<file path="src/rtl/canny_threshold_linebuf_if.sv">
// Pixel stream bundle for canny_threshold_linebuf.
// With THRESH_PORTS_EN defined it also carries the high_th/low_th threshold inputs.
interface canny_threshold_linebuf_if #(
  parameter int WIDTH = 8
);
  logic             frame_start;
  logic             valid_in;
  logic [WIDTH-1:0] din;
`ifdef THRESH_PORTS_EN
  logic [WIDTH-1:0] high_th;
  logic [WIDTH-1:0] low_th;
`endif
  logic             valid_out;
  logic [WIDTH-1:0] dout1;
  logic [WIDTH-1:0] dout2;
  logic [WIDTH-1:0] dout3;
  logic             rows_ok;

  modport master (
`ifdef THRESH_PORTS_EN
    output high_th,
    output low_th,
`endif
    output frame_start,
    output valid_in,
    output din,
    input  valid_out,
    input  dout1,
    input  dout2,
    input  dout3,
    input  rows_ok
  );

  modport slave (
`ifdef THRESH_PORTS_EN
    input  high_th,
    input  low_th,
`endif
    input  frame_start,
    input  valid_in,
    input  din,
    output valid_out,
    output dout1,
    output dout2,
    output dout3,
    output rows_ok
  );
endinterface

</file>
<file path="src/rtl/canny_threshold_linebuf.sv">
// Double-threshold classifier plus two-line buffer producing a column-aligned 3-row tap.
// Optional THRESH_PORTS_EN: thresholds come from ports, captured on frame_start.
module canny_threshold_linebuf #(
  parameter logic [10:0]      PIC_WIDTH = 11'd250,
  parameter int               WIDTH     = 8,
  parameter logic [WIDTH-1:0] HIGH_TH   = 8'd100,
  parameter logic [WIDTH-1:0] LOW_TH    = 8'd40,
  parameter logic [WIDTH-1:0] WEAK_VAL  = 8'd128
) (
  input logic                        clk,
  input logic                        rst,
  canny_threshold_linebuf_if.slave   bus
);
  localparam int AW = $clog2(int'(PIC_WIDTH));

  logic [WIDTH-1:0] hi_s;
  logic [WIDTH-1:0] lo_s;
  logic [WIDTH-1:0] cls_q;
  logic             v1_q;
  logic [10:0]      col_q, col_d;
  logic [1:0]       row_q, row_d;
  logic [AW-1:0]    col_idx_s;
  logic             valid_q;
  logic [WIDTH-1:0] dout1_q, dout2_q, dout3_q;
  logic             rows_ok_q;
  logic [WIDTH-1:0] lb0_q [PIC_WIDTH];
  logic [WIDTH-1:0] lb1_q [PIC_WIDTH];

  // High comparison wins, so LOW_TH > HIGH_TH simply yields no weak codes.
  function automatic logic [WIDTH-1:0] classify(input logic [WIDTH-1:0] d,
                                                input logic [WIDTH-1:0] hi,
                                                input logic [WIDTH-1:0] lo);
    if (d >= hi) begin
      return {WIDTH{1'b1}};
    end else if (d >= lo) begin
      return WEAK_VAL;
    end else begin
      return {WIDTH{1'b0}};
    end
  endfunction

`ifdef THRESH_PORTS_EN
  logic [WIDTH-1:0] high_q;
  logic [WIDTH-1:0] low_q;

  // Thresholds are frozen for the whole frame.
  always_ff @(posedge clk or posedge rst) begin
    if (rst) begin
      high_q <= HIGH_TH;
      low_q  <= LOW_TH;
    end else if (bus.frame_start) begin
      high_q <= bus.high_th;
      low_q  <= bus.low_th;
    end
  end

  assign hi_s = high_q;
  assign lo_s = low_q;
`else
  assign hi_s = HIGH_TH;
  assign lo_s = LOW_TH;
`endif

  assign col_idx_s = col_q[AW-1:0];

  // Column advances only on valid stage-1 data; any idle cycle restarts the line at 0.
  always_comb begin
    col_d = col_q;
    row_d = row_q;
    if (v1_q) begin
      if (col_q == PIC_WIDTH - 11'd1) begin
        col_d = 11'd0;
      end else begin
        col_d = col_q + 11'd1;
      end
    end else begin
      col_d = 11'd0;
    end
    if (bus.frame_start) begin
      row_d = 2'd0;
    end else if (v1_q && (col_q == PIC_WIDTH - 11'd1) && (row_q != 2'd2)) begin
      row_d = row_q + 2'd1;
    end else begin
      row_d = row_q;
    end
  end

  // Stage 1 classification and position counters.
  always_ff @(posedge clk or posedge rst) begin
    if (rst) begin
      cls_q <= {WIDTH{1'b0}};
      v1_q  <= 1'b0;
      col_q <= 11'd0;
      row_q <= 2'd0;
    end else begin
      cls_q <= classify(bus.din, hi_s, lo_s);
      v1_q  <= bus.valid_in;
      col_q <= col_d;
      row_q <= row_d;
    end
  end

  // Stage 2 output tap; rows not yet buffered in this frame read as 0.
  always_ff @(posedge clk or posedge rst) begin
    if (rst) begin
      valid_q   <= 1'b0;
      dout1_q   <= {WIDTH{1'b0}};
      dout2_q   <= {WIDTH{1'b0}};
      dout3_q   <= {WIDTH{1'b0}};
      rows_ok_q <= 1'b0;
    end else begin
      valid_q <= v1_q;
      if (v1_q) begin
        dout3_q   <= cls_q;
        dout2_q   <= (row_q != 2'd0) ? lb0_q[col_idx_s] : {WIDTH{1'b0}};
        dout1_q   <= (row_q == 2'd2) ? lb1_q[col_idx_s] : {WIDTH{1'b0}};
        rows_ok_q <= (row_q == 2'd2);
      end
    end
  end

  // Line buffers shift down one row per column, read-before-write in the same cycle.
  always_ff @(posedge clk) begin
    if (v1_q) begin
      lb0_q[col_idx_s] <= cls_q;
      lb1_q[col_idx_s] <= lb0_q[col_idx_s];
    end
  end

  assign bus.valid_out = valid_q;
  assign bus.dout1     = dout1_q;
  assign bus.dout2     = dout2_q;
  assign bus.dout3     = dout3_q;
  assign bus.rows_ok   = rows_ok_q;
endmodule

</file>
<file path="src/flat_wrapper.sv">
// flat-port wrapper written by rule: the top's interface ports become plain ports
module canny_threshold_linebuf_flat 
#(
  parameter logic [10:0]      PIC_WIDTH = 11'd250,
  parameter int               WIDTH     = 8,
  parameter logic [WIDTH-1:0] HIGH_TH   = 8'd100,
  parameter logic [WIDTH-1:0] LOW_TH    = 8'd40,
  parameter logic [WIDTH-1:0] WEAK_VAL  = 8'd128
)
  (clk, rst, bus_frame_start, bus_valid_in, bus_din, bus_valid_out, bus_dout1, bus_dout2, bus_dout3, bus_rows_ok);
  canny_threshold_linebuf_if #(.WIDTH(WIDTH)) bus_i ();
  input logic clk;
  input logic rst;
  input wire logic [$bits(bus_i.frame_start)-1:0] bus_frame_start;
  input wire logic [$bits(bus_i.valid_in)-1:0] bus_valid_in;
  input wire logic [$bits(bus_i.din)-1:0] bus_din;
  output wire logic [$bits(bus_i.valid_out)-1:0] bus_valid_out;
  output wire logic [$bits(bus_i.dout1)-1:0] bus_dout1;
  output wire logic [$bits(bus_i.dout2)-1:0] bus_dout2;
  output wire logic [$bits(bus_i.dout3)-1:0] bus_dout3;
  output wire logic [$bits(bus_i.rows_ok)-1:0] bus_rows_ok;
  assign bus_i.frame_start = bus_frame_start;
  assign bus_i.valid_in = bus_valid_in;
  assign bus_i.din = bus_din;
  assign bus_valid_out = bus_i.valid_out;
  assign bus_dout1 = bus_i.dout1;
  assign bus_dout2 = bus_i.dout2;
  assign bus_dout3 = bus_i.dout3;
  assign bus_rows_ok = bus_i.rows_ok;
  canny_threshold_linebuf #(.PIC_WIDTH(PIC_WIDTH), .WIDTH(WIDTH), .HIGH_TH(HIGH_TH), .LOW_TH(LOW_TH), .WEAK_VAL(WEAK_VAL)) u_core (.clk(clk), .rst(rst), .bus(bus_i));
endmodule
</file>
<file path="config.mk">
export PLATFORM = sky130hd
export DESIGN_NAME = canny_threshold_linebuf_flat
export DESIGN_NICKNAME = d
export VERILOG_FILES = /design/src/rtl/canny_threshold_linebuf_if.sv /design/src/rtl/canny_threshold_linebuf.sv /design/src/flat_wrapper.sv
export SDC_FILE = /design/constraint.sdc
export NUM_CORES = 1
export LEC_CHECK = 0
export CAP_MARGIN = 0
export CORE_MARGIN = 2
export CORE_UTILIZATION = 35
export CTS_CLUSTER_SIZE = 24
export DETAILED_ROUTE_END_ITERATION = 8
export GPL_ROUTABILITY_DRIVEN = 0
export PLACE_DENSITY = 0.56
export SLEW_MARGIN = 15
export SYNTH_ARGS = -nofsm -noshare
export SYNTH_HDL_FRONTEND = slang
export SYNTH_SLANG_ARGS = --single-unit
</file>
<file path="constraint.sdc">
create_clock -name clk -period 9.1 [get_ports clk]
set_clock_uncertainty 0.1 [all_clocks]
set_input_delay 1.82 -clock clk [delete_from_list [all_inputs] [get_ports clk]]
set_output_delay 1.82 -clock clk [all_outputs]
set_load 0.05 [all_outputs]
</file>
==> results of run 1 <==
[report_power, final]
| part | switching, mW | internal, mW | total (mW) |
|---|---|---|---|
| logic | 0.378 | 0.182 | 0.560 |
| clock network | 1.77 | 2.36 | 4.13 |
| registers | 0.0271 | 5.28 | 5.30 |
[path summary, 6_finish.rpt]
path                            slack (ns)                   to           startpoint  depth (start not counted)
worst min-delay path                  0.42  u_core.bus.dout3[7]  u_core.bus.dout3[7]                          1
max in group asynchronous             7.09      u_core.col_q[1]                  rst                          3
worst max register to register        3.61  u_core.lb1_q[62][7]      u_core.col_q[0]                          9
worst min register to register        0.42  u_core.bus.dout3[7]  u_core.bus.dout3[7]                          1
min in group asynchronous             1.45  u_core.bus.dout3[7]                  rst                          3
worst max-delay path                  3.61  u_core.lb1_q[62][7]      u_core.col_q[0]                          9
[per-stage QoR]
step                utilization, %  cell area, um^2
detailed placement            36.8            42800
CTS                           39.6            46000
global placement              36.8            42800
global route                  39.6            46000
finish                        39.6            46000
floorplan                        -            41100
[registers in the layout, indices dropped and copies added, names as in the netlist]
signal	count
u_core.bus.dout2	2
u_core.bus.dout3	2
u_core.bus.valid_out	1
u_core.row_q	2
u_core.cls_q	2
u_core.bus.rows_ok	1
u_core.lb1_q	500
u_core.bus.dout1	2
u_core.col_q	11
u_core.lb0_q	500
u_core.v1_q	1
[cells in the mapped netlist, types with 3 or more instances]
cell type	instances	area share [%]
o21ai_0	15	0.18
nand2_1	49	0.45
mux2i_1	69	1.7
and3_1	7	0.11
mux4_2	211	12
a221oi_1	11	0.23
mux4_1	7	0.45
ha_1	6	0.18
buf_2	26	0.32
buf_6	24	0.66
nor3_1	25	0.30
buf_4	45	0.82
inv_1	13	0.12
and2_1	3	0.046
xor2_1	5	0.11
nand3_1	46	0.56
nand3b_1	4	0.073
a22o_1	5	0.11
edfxtp_1	1000	73
a32oi_1	4	0.085
nor2_1	296	2.7
mux2_2	8	0.22
nor3b_1	3	0.055
a311oi_1	3	0.064
nand2b_1	12	0.18
a31oi_1	4	0.061
nor4_1	4	0.061
buf_1	7	0.064
xnor2_1	5	0.11
o22ai_1	17	0.26
nand4_1	17	0.26
nand4bb_1	3	0.082
a21oi_1	19	0.23
nand4b_1	5	0.11
o2111ai_1	3	0.064
a211oi_1	9	0.16
clkbuf_1	52	0.48
a2111oi_0	11	0.23
dfrtp_1	24	1.5
nor2b_1	18	0.27
a22oi_1	52	0.95
[layout make-up]
| cell class | count | area, um^2 |
|---|---|---|
| Fill cell | 10283 | 70200 |
| Sequential cell | 1024 | 30700 |
| Multi-Input combinational cell | 983 | 9450 |
| Clock buffer | 124 | 2660 |
| Tap cell | 1524 | 1910 |
| Timing Repair Buffer | 73 | 698 |
| Clock inverter | 62 | 614 |
| Inverter | 14 | 62.6 |
[cell families after synthesis]
group | after synthesis | share of synthesized area, %
adders and majority gates | 6 | 0.183
and+or+nand+nor | 502 | 5.47
xor gates and xnor gates | 10 | 0.213
DFF | 1024 | 74.6
buffers and inverters | 172 | 2.64
muxes | 295 | 13.9
AOI/OAI and AO/OA | 170 | 2.99
[metal layers]
metal | global-route usage [%] | share of wire, % | vias to the layer above
met5 | 0 | 0.016 | -
met2 | 28.5 | 50 | 727
li1 | - | - | 8842
met3 | 2.35 | 5.8 | 131
met1 | 22.8 | 42 | 11071
met4 | 4.53 | 1.9 | 2
==> key figures, run 1 <==
Synth
  – Post-synth EDFFs: 1000
  – Post-Syn Instances: 2179
  – Synth Area per Inst: 18.8 um^2
  – #FFs+latches synth: 1024
  – Synth Cell Area: 0.0411 mm^2
  – Yosys warning total: 0
  – Netlist cell types: 63
  – Syn nets: 2197
  – Post-synth ARST share: 2.34%
  – Seq/Total Area, Yosys: 74.6%
  – Top_reg_cell synth: edfxtp_1

CTS
  – Clock transition at path regs: 0.06 ns
  – Hold buffers post-CTS: 0
  – Deepest clock path buffer count: 3
  – CTS tree: yes
  – Worst-Skew Late Latency: 0.68 ns
  – Post-CTS Resized: 0
  – Clock Sinks: 1024
  – Num CTS Buffers: 99
  – Setup bufs post-CTS: 0
  – H-Tree Depth: 3
  – Clock Tree Root: clkbuf_16

Setup path
  – CP max FO: 105
  – Worst path bufs/invs: 4
  – Critical path endpoint category: flop
  – Slowest stage delay, CP: 0.99 ns
  – Cell mode on critical path: buf_4
  – Worst Path Arrival: 5.62 ns
  – CP Class: flop to flop
  – Worst Setup Start Kind: flop
  – CP top delay family: buffers and inverters
  – CP max stage cell: dfrtp_4
  – WP data required: 9.23 ns
  – Worst path cell trace: buf_12, buf_4, mux4_2, a22oi_1, nand4_1, a21oi_1, nor3b_2, inv_6, buf_4

Floorplan
  – Core Box Area: 0.116 mm^2
  – Row cnt: 125
  – Initial core utilization: 35.3%
  – Die area: 0.120 mm^2
  – Die Ht: 347 um
  – # IOs: 38
  – Die width: 347 um

GRT
  – Vias in the first global route: 21551
  – Overflow after GRT: 0
  – Initial antenna violation count: 1
  – Global-route wire length before repair: 150000 um
  – Total Routing Usage GR: 16.8%
  – Pin count of the biggest net entering global routing: 195

Min path
  – Worst hold path type: flop to flop

Finish
  – Layout cell share with drive strength beyond 1: 19.4%
  – Finished Layout Cells: 3804
  – Diodes inserted: 0
  – Commonest cells after routing, fill and taps aside: 1000 x edfxtp_1, 296 x nor2_1, 211 x mux4_2
  – Most common cell after layout, fill and taps aside: edfxtp_1
  – Nets: 2213
  – Layout area overhead: 12.1%

Route
  – DRT Pass-1 Iters: 5
  – DRT antenna net count: 0
  – DR iter-0 viols: 2099
  – WL/cell: 26.6 um
  – DR vias/cell: 5.46
  – Drt drc: 0
  – Total Wirelength: 101000 um
  – DR vias: 20773

Power and ir drop
  – Power, Total: 9.99 mW
  – Peak VDD IR: 0.000161 V
  – Pwr dens: 217 mW/mm^2
  – Leakage power: 14.1 nW

Status
  – Status: finished clean

Timing
  – Slew Viols, Final: 0
  – Final Worst Setup Slack: 3.61 ns
  – WHS: 0.423 ns
  – Slew HR: 23.4%
  – Fin crit period: 5.49 ns
  – FMAX: 182 MHz
  – # setup viols final: 0
  – Setup TNS: 0 ns
  – Tightest Pin Transition: 1.15 ns
  – Hold Fails Final Rpt: 0
  – Final Cycle Share: 60.3%
  – RSZ-0062 raised after global routing: false

Place
  – Cells after DPL: 3618
  – Setup Slack @ Placement: 3.61 ns
  – Hpwl dp: 61700 um
  – I/O Buffers: 35

Job
  – Max Cap Viol: 0
No activity file was read; power rests on OpenSTA's default activity.
==> run 2, diff against run 1 <==
Clock period 9.1 ns to 5.5 ns, I/O delays scaled along.
==> run 2 against run 1 <==
  * Cell area grew 0.80%
  * Flip-flop and latch count is the same
  * Total power grew 68%
  * Global-route usage grew 0.24 points
  * First-iteration DRC count shrank 2.0%
  * Register-to-register slack lost 2.8 ns
  * Maximum frequency grew 16%
  * Worst setup slack lost 2.8 ns
  * Largest cell class unchanged
  * Largest power group unchanged
==> key figures, run 2 (same netlist as run 1, synthesis figures left out) <==
Finish
  – Layout area overhead: 13.0%
  – Most common cell after layout, fill and taps aside: edfxtp_1
  – Nets: 2243
  – Finished Core Util: 39.9%
  – Commonest cells after routing, fill and taps aside: 1000 x edfxtp_1, 296 x nor2_1, 211 x mux4_2
  – Finished Layout Cells: 3829
  – Diodes inserted: 0
  – Layout cell share with drive strength beyond 1: 19.8%
  – Biggest regs: u_core.lb0_q x500, u_core.lb1_q x500, u_core.col_q x11

Setup path
  – Reg2Reg Depth: 10
  – CP top delay family: buffers and inverters
  – Reg2reg start: u_core.col_q[0]
  – Slowest stage delay, CP: 1.06 ns
  – Worst Setup Start Kind: flop
  – Worst Path Arrival: 5.09 ns
  – Worst path cell trace: buf_4, mux4_2, a22o_1, a21oi_1, a2111oi_0, buf_4, a21oi_1, nor3b_2, inv_6, buf_4
  – R2R Setup Slk: 0.77 ns
  – CP max stage cell: dfrtp_4
  – Worst path bufs/invs: 4
  – Reg-to-Reg End: u_core.lb1_q[121][6]
  – WP data required: 5.87 ns
  – CP Class: flop to flop
  – Cell mode on critical path: buf_4
  – Critical path endpoint category: flop
  – CP max FO: 54

Power and ir drop
  – Pwr dens: 361 mW/mm^2
  – NetSw: 3.57 mW
  – Sequential share of power: 52.3%
  – Peak VDD IR: 0.000228 V
  – Switching share of power: 21.3%
  – Clock power frac: 41.9%
  – Leakage power: 14.3 nW
  – Logic pwr share: 5.7%
  – Pint: 13.2 mW

Floorplan
  – Row cnt: 125
  – Die width: 347 um
  – Die Ht: 347 um
  – # IOs: 38
  – Initial core utilization: 35.3%
  – Die area: 0.120 mm^2
  – Core Box Area: 0.116 mm^2

Timing
  – RSZ-0062 raised after global routing: false
  – Final Cycle Share: 85.9%
  – FMAX: 212 MHz
  – Hold Fails Final Rpt: 0
  – # setup viols final: 0
  – WHS: 0.407 ns
  – Slew HR: 24.3%
  – Setup TNS: 0 ns
  – Slew Viols, Final: 0
  – Fin crit period: 4.73 ns
  – Tightest Pin Transition: 1.13 ns

Route
  – DR vias: 20996
  – DR iter-0 viols: 2057
  – DR vias/cell: 5.48
  – DRT Pass-1 Iters: 5
  – Total Wirelength: 103000 um
  – WL/cell: 26.9 um
  – DRT antenna net count: 0
  – Drt drc: 0

CTS
  – Deepest clock path buffer count: 3
  – Clock Sinks: 1024
  – Clock Tree Root: clkbuf_16
  – Clock transition at path regs: 0.06 ns
  – Worst-Skew Late Latency: 0.69 ns
  – CTS tree: yes
  – Post-CTS Resized: 0
  – Setup bufs post-CTS: 0
  – H-Tree Depth: 3
  – Num CTS Buffers: 101
  – Hold buffers post-CTS: 0

Place
  – I/O Buffers: 35
  – Cells after DPL: 3646
  – Hpwl dp: 65600 um

GRT
  – Pin count of the biggest net entering global routing: 154
  – Global-route wire length before repair: 151000 um
  – Initial antenna violation count: 0
  – Overflow after GRT: 0
  – Total Routing Usage GR: 17.1%
  – Vias in the first global route: 21629

Min path
  – Hold Path Origin: u_core.bus.dout3[7]
  – Worst hold path type: flop to flop
  – Hold Path Stages: 1
  – Worst Hold Path EP: u_core.bus.dout3[7]

Job
  – Max Cap Viol: 0

Status
  – Status: finished clean
run 2: through the flow:
step / cell area, um^2 / setup WS, ns / power (mW)
3_5_place_dp: 43000 / 0.662 / 9.92
3_3_place_gp: 43000 / 0.741 / 9.89
5_1_grt: 46400 / 0.593 / 17.2
6_report: 46400 / 0.774 / 16.8
4_1_cts: 46400 / 0.631 / 16.9
2_1_floorplan: 41100 / 0.0712 / 9.61
run 2: worst register-to-register path, stage by stage, from the launching register on:
cell	delay, ns
dfrtp_4	1.06
buf_4	0.50
mux4_2	0.32
a22o_1	0.14
a21oi_1	0.06
a2111oi_0	1.00
buf_4	0.24
a21oi_1	0.04
nor3b_2	0.20
inv_6	0.39
buf_4	0.45
run 2: layer usage:
metal / GRT usage, % / part of all wire [%] / wire length (um) / vias up
met3: 2.61 / 6.3 / 6450 / 156
met2: 28.0 / 49 / 50300 / 768
met1: 23.3 / 42 / 43200 / 11189
met4: 5.92 / 3.0 / 3070 / 0
met5: 0 / 0 / 0 / -
li1: - / - / - / 8883
run 2: how the worst max path moves through the flow:
stage                         start              endpoint  slack, ns  cells after the start
floorplan           u_core.col_q[3]    u_core.lb1_q[0][6]       0.07                     10
detailed placement  u_core.col_q[0]  u_core.lb1_q[231][6]       0.66                     10
global placement    u_core.col_q[0]  u_core.lb1_q[230][6]       0.74                     10
CTS                 u_core.col_q[0]  u_core.lb1_q[230][6]       0.63                     10
finish              u_core.col_q[0]  u_core.lb1_q[121][6]       0.77                     10
global route        u_core.col_q[0]  u_core.lb1_q[228][6]       0.59                     10
run 2: cell type report:
class	instances	area [um^2]
multi-input cells	983	9420
flip-flops and latches	1024	30700
repair buffers	101	996
clock inverters	50	636
inverters	14	62.6
well taps	1524	1910
clock buffers	133	2730
fillers	10294	69800
run 2: power groups by stage:
stage | clock network, mW | logic, mW | registers (mW)
floorplan | 0 | 0.623 | 8.99
global placement | 0 | 0.955 | 8.94
detailed placement | 0 | 0.982 | 8.94
CTS | 7.15 | 0.982 | 8.78
global route | 7.44 | 1.03 | 8.77
finish | 7.03 | 0.962 | 8.78
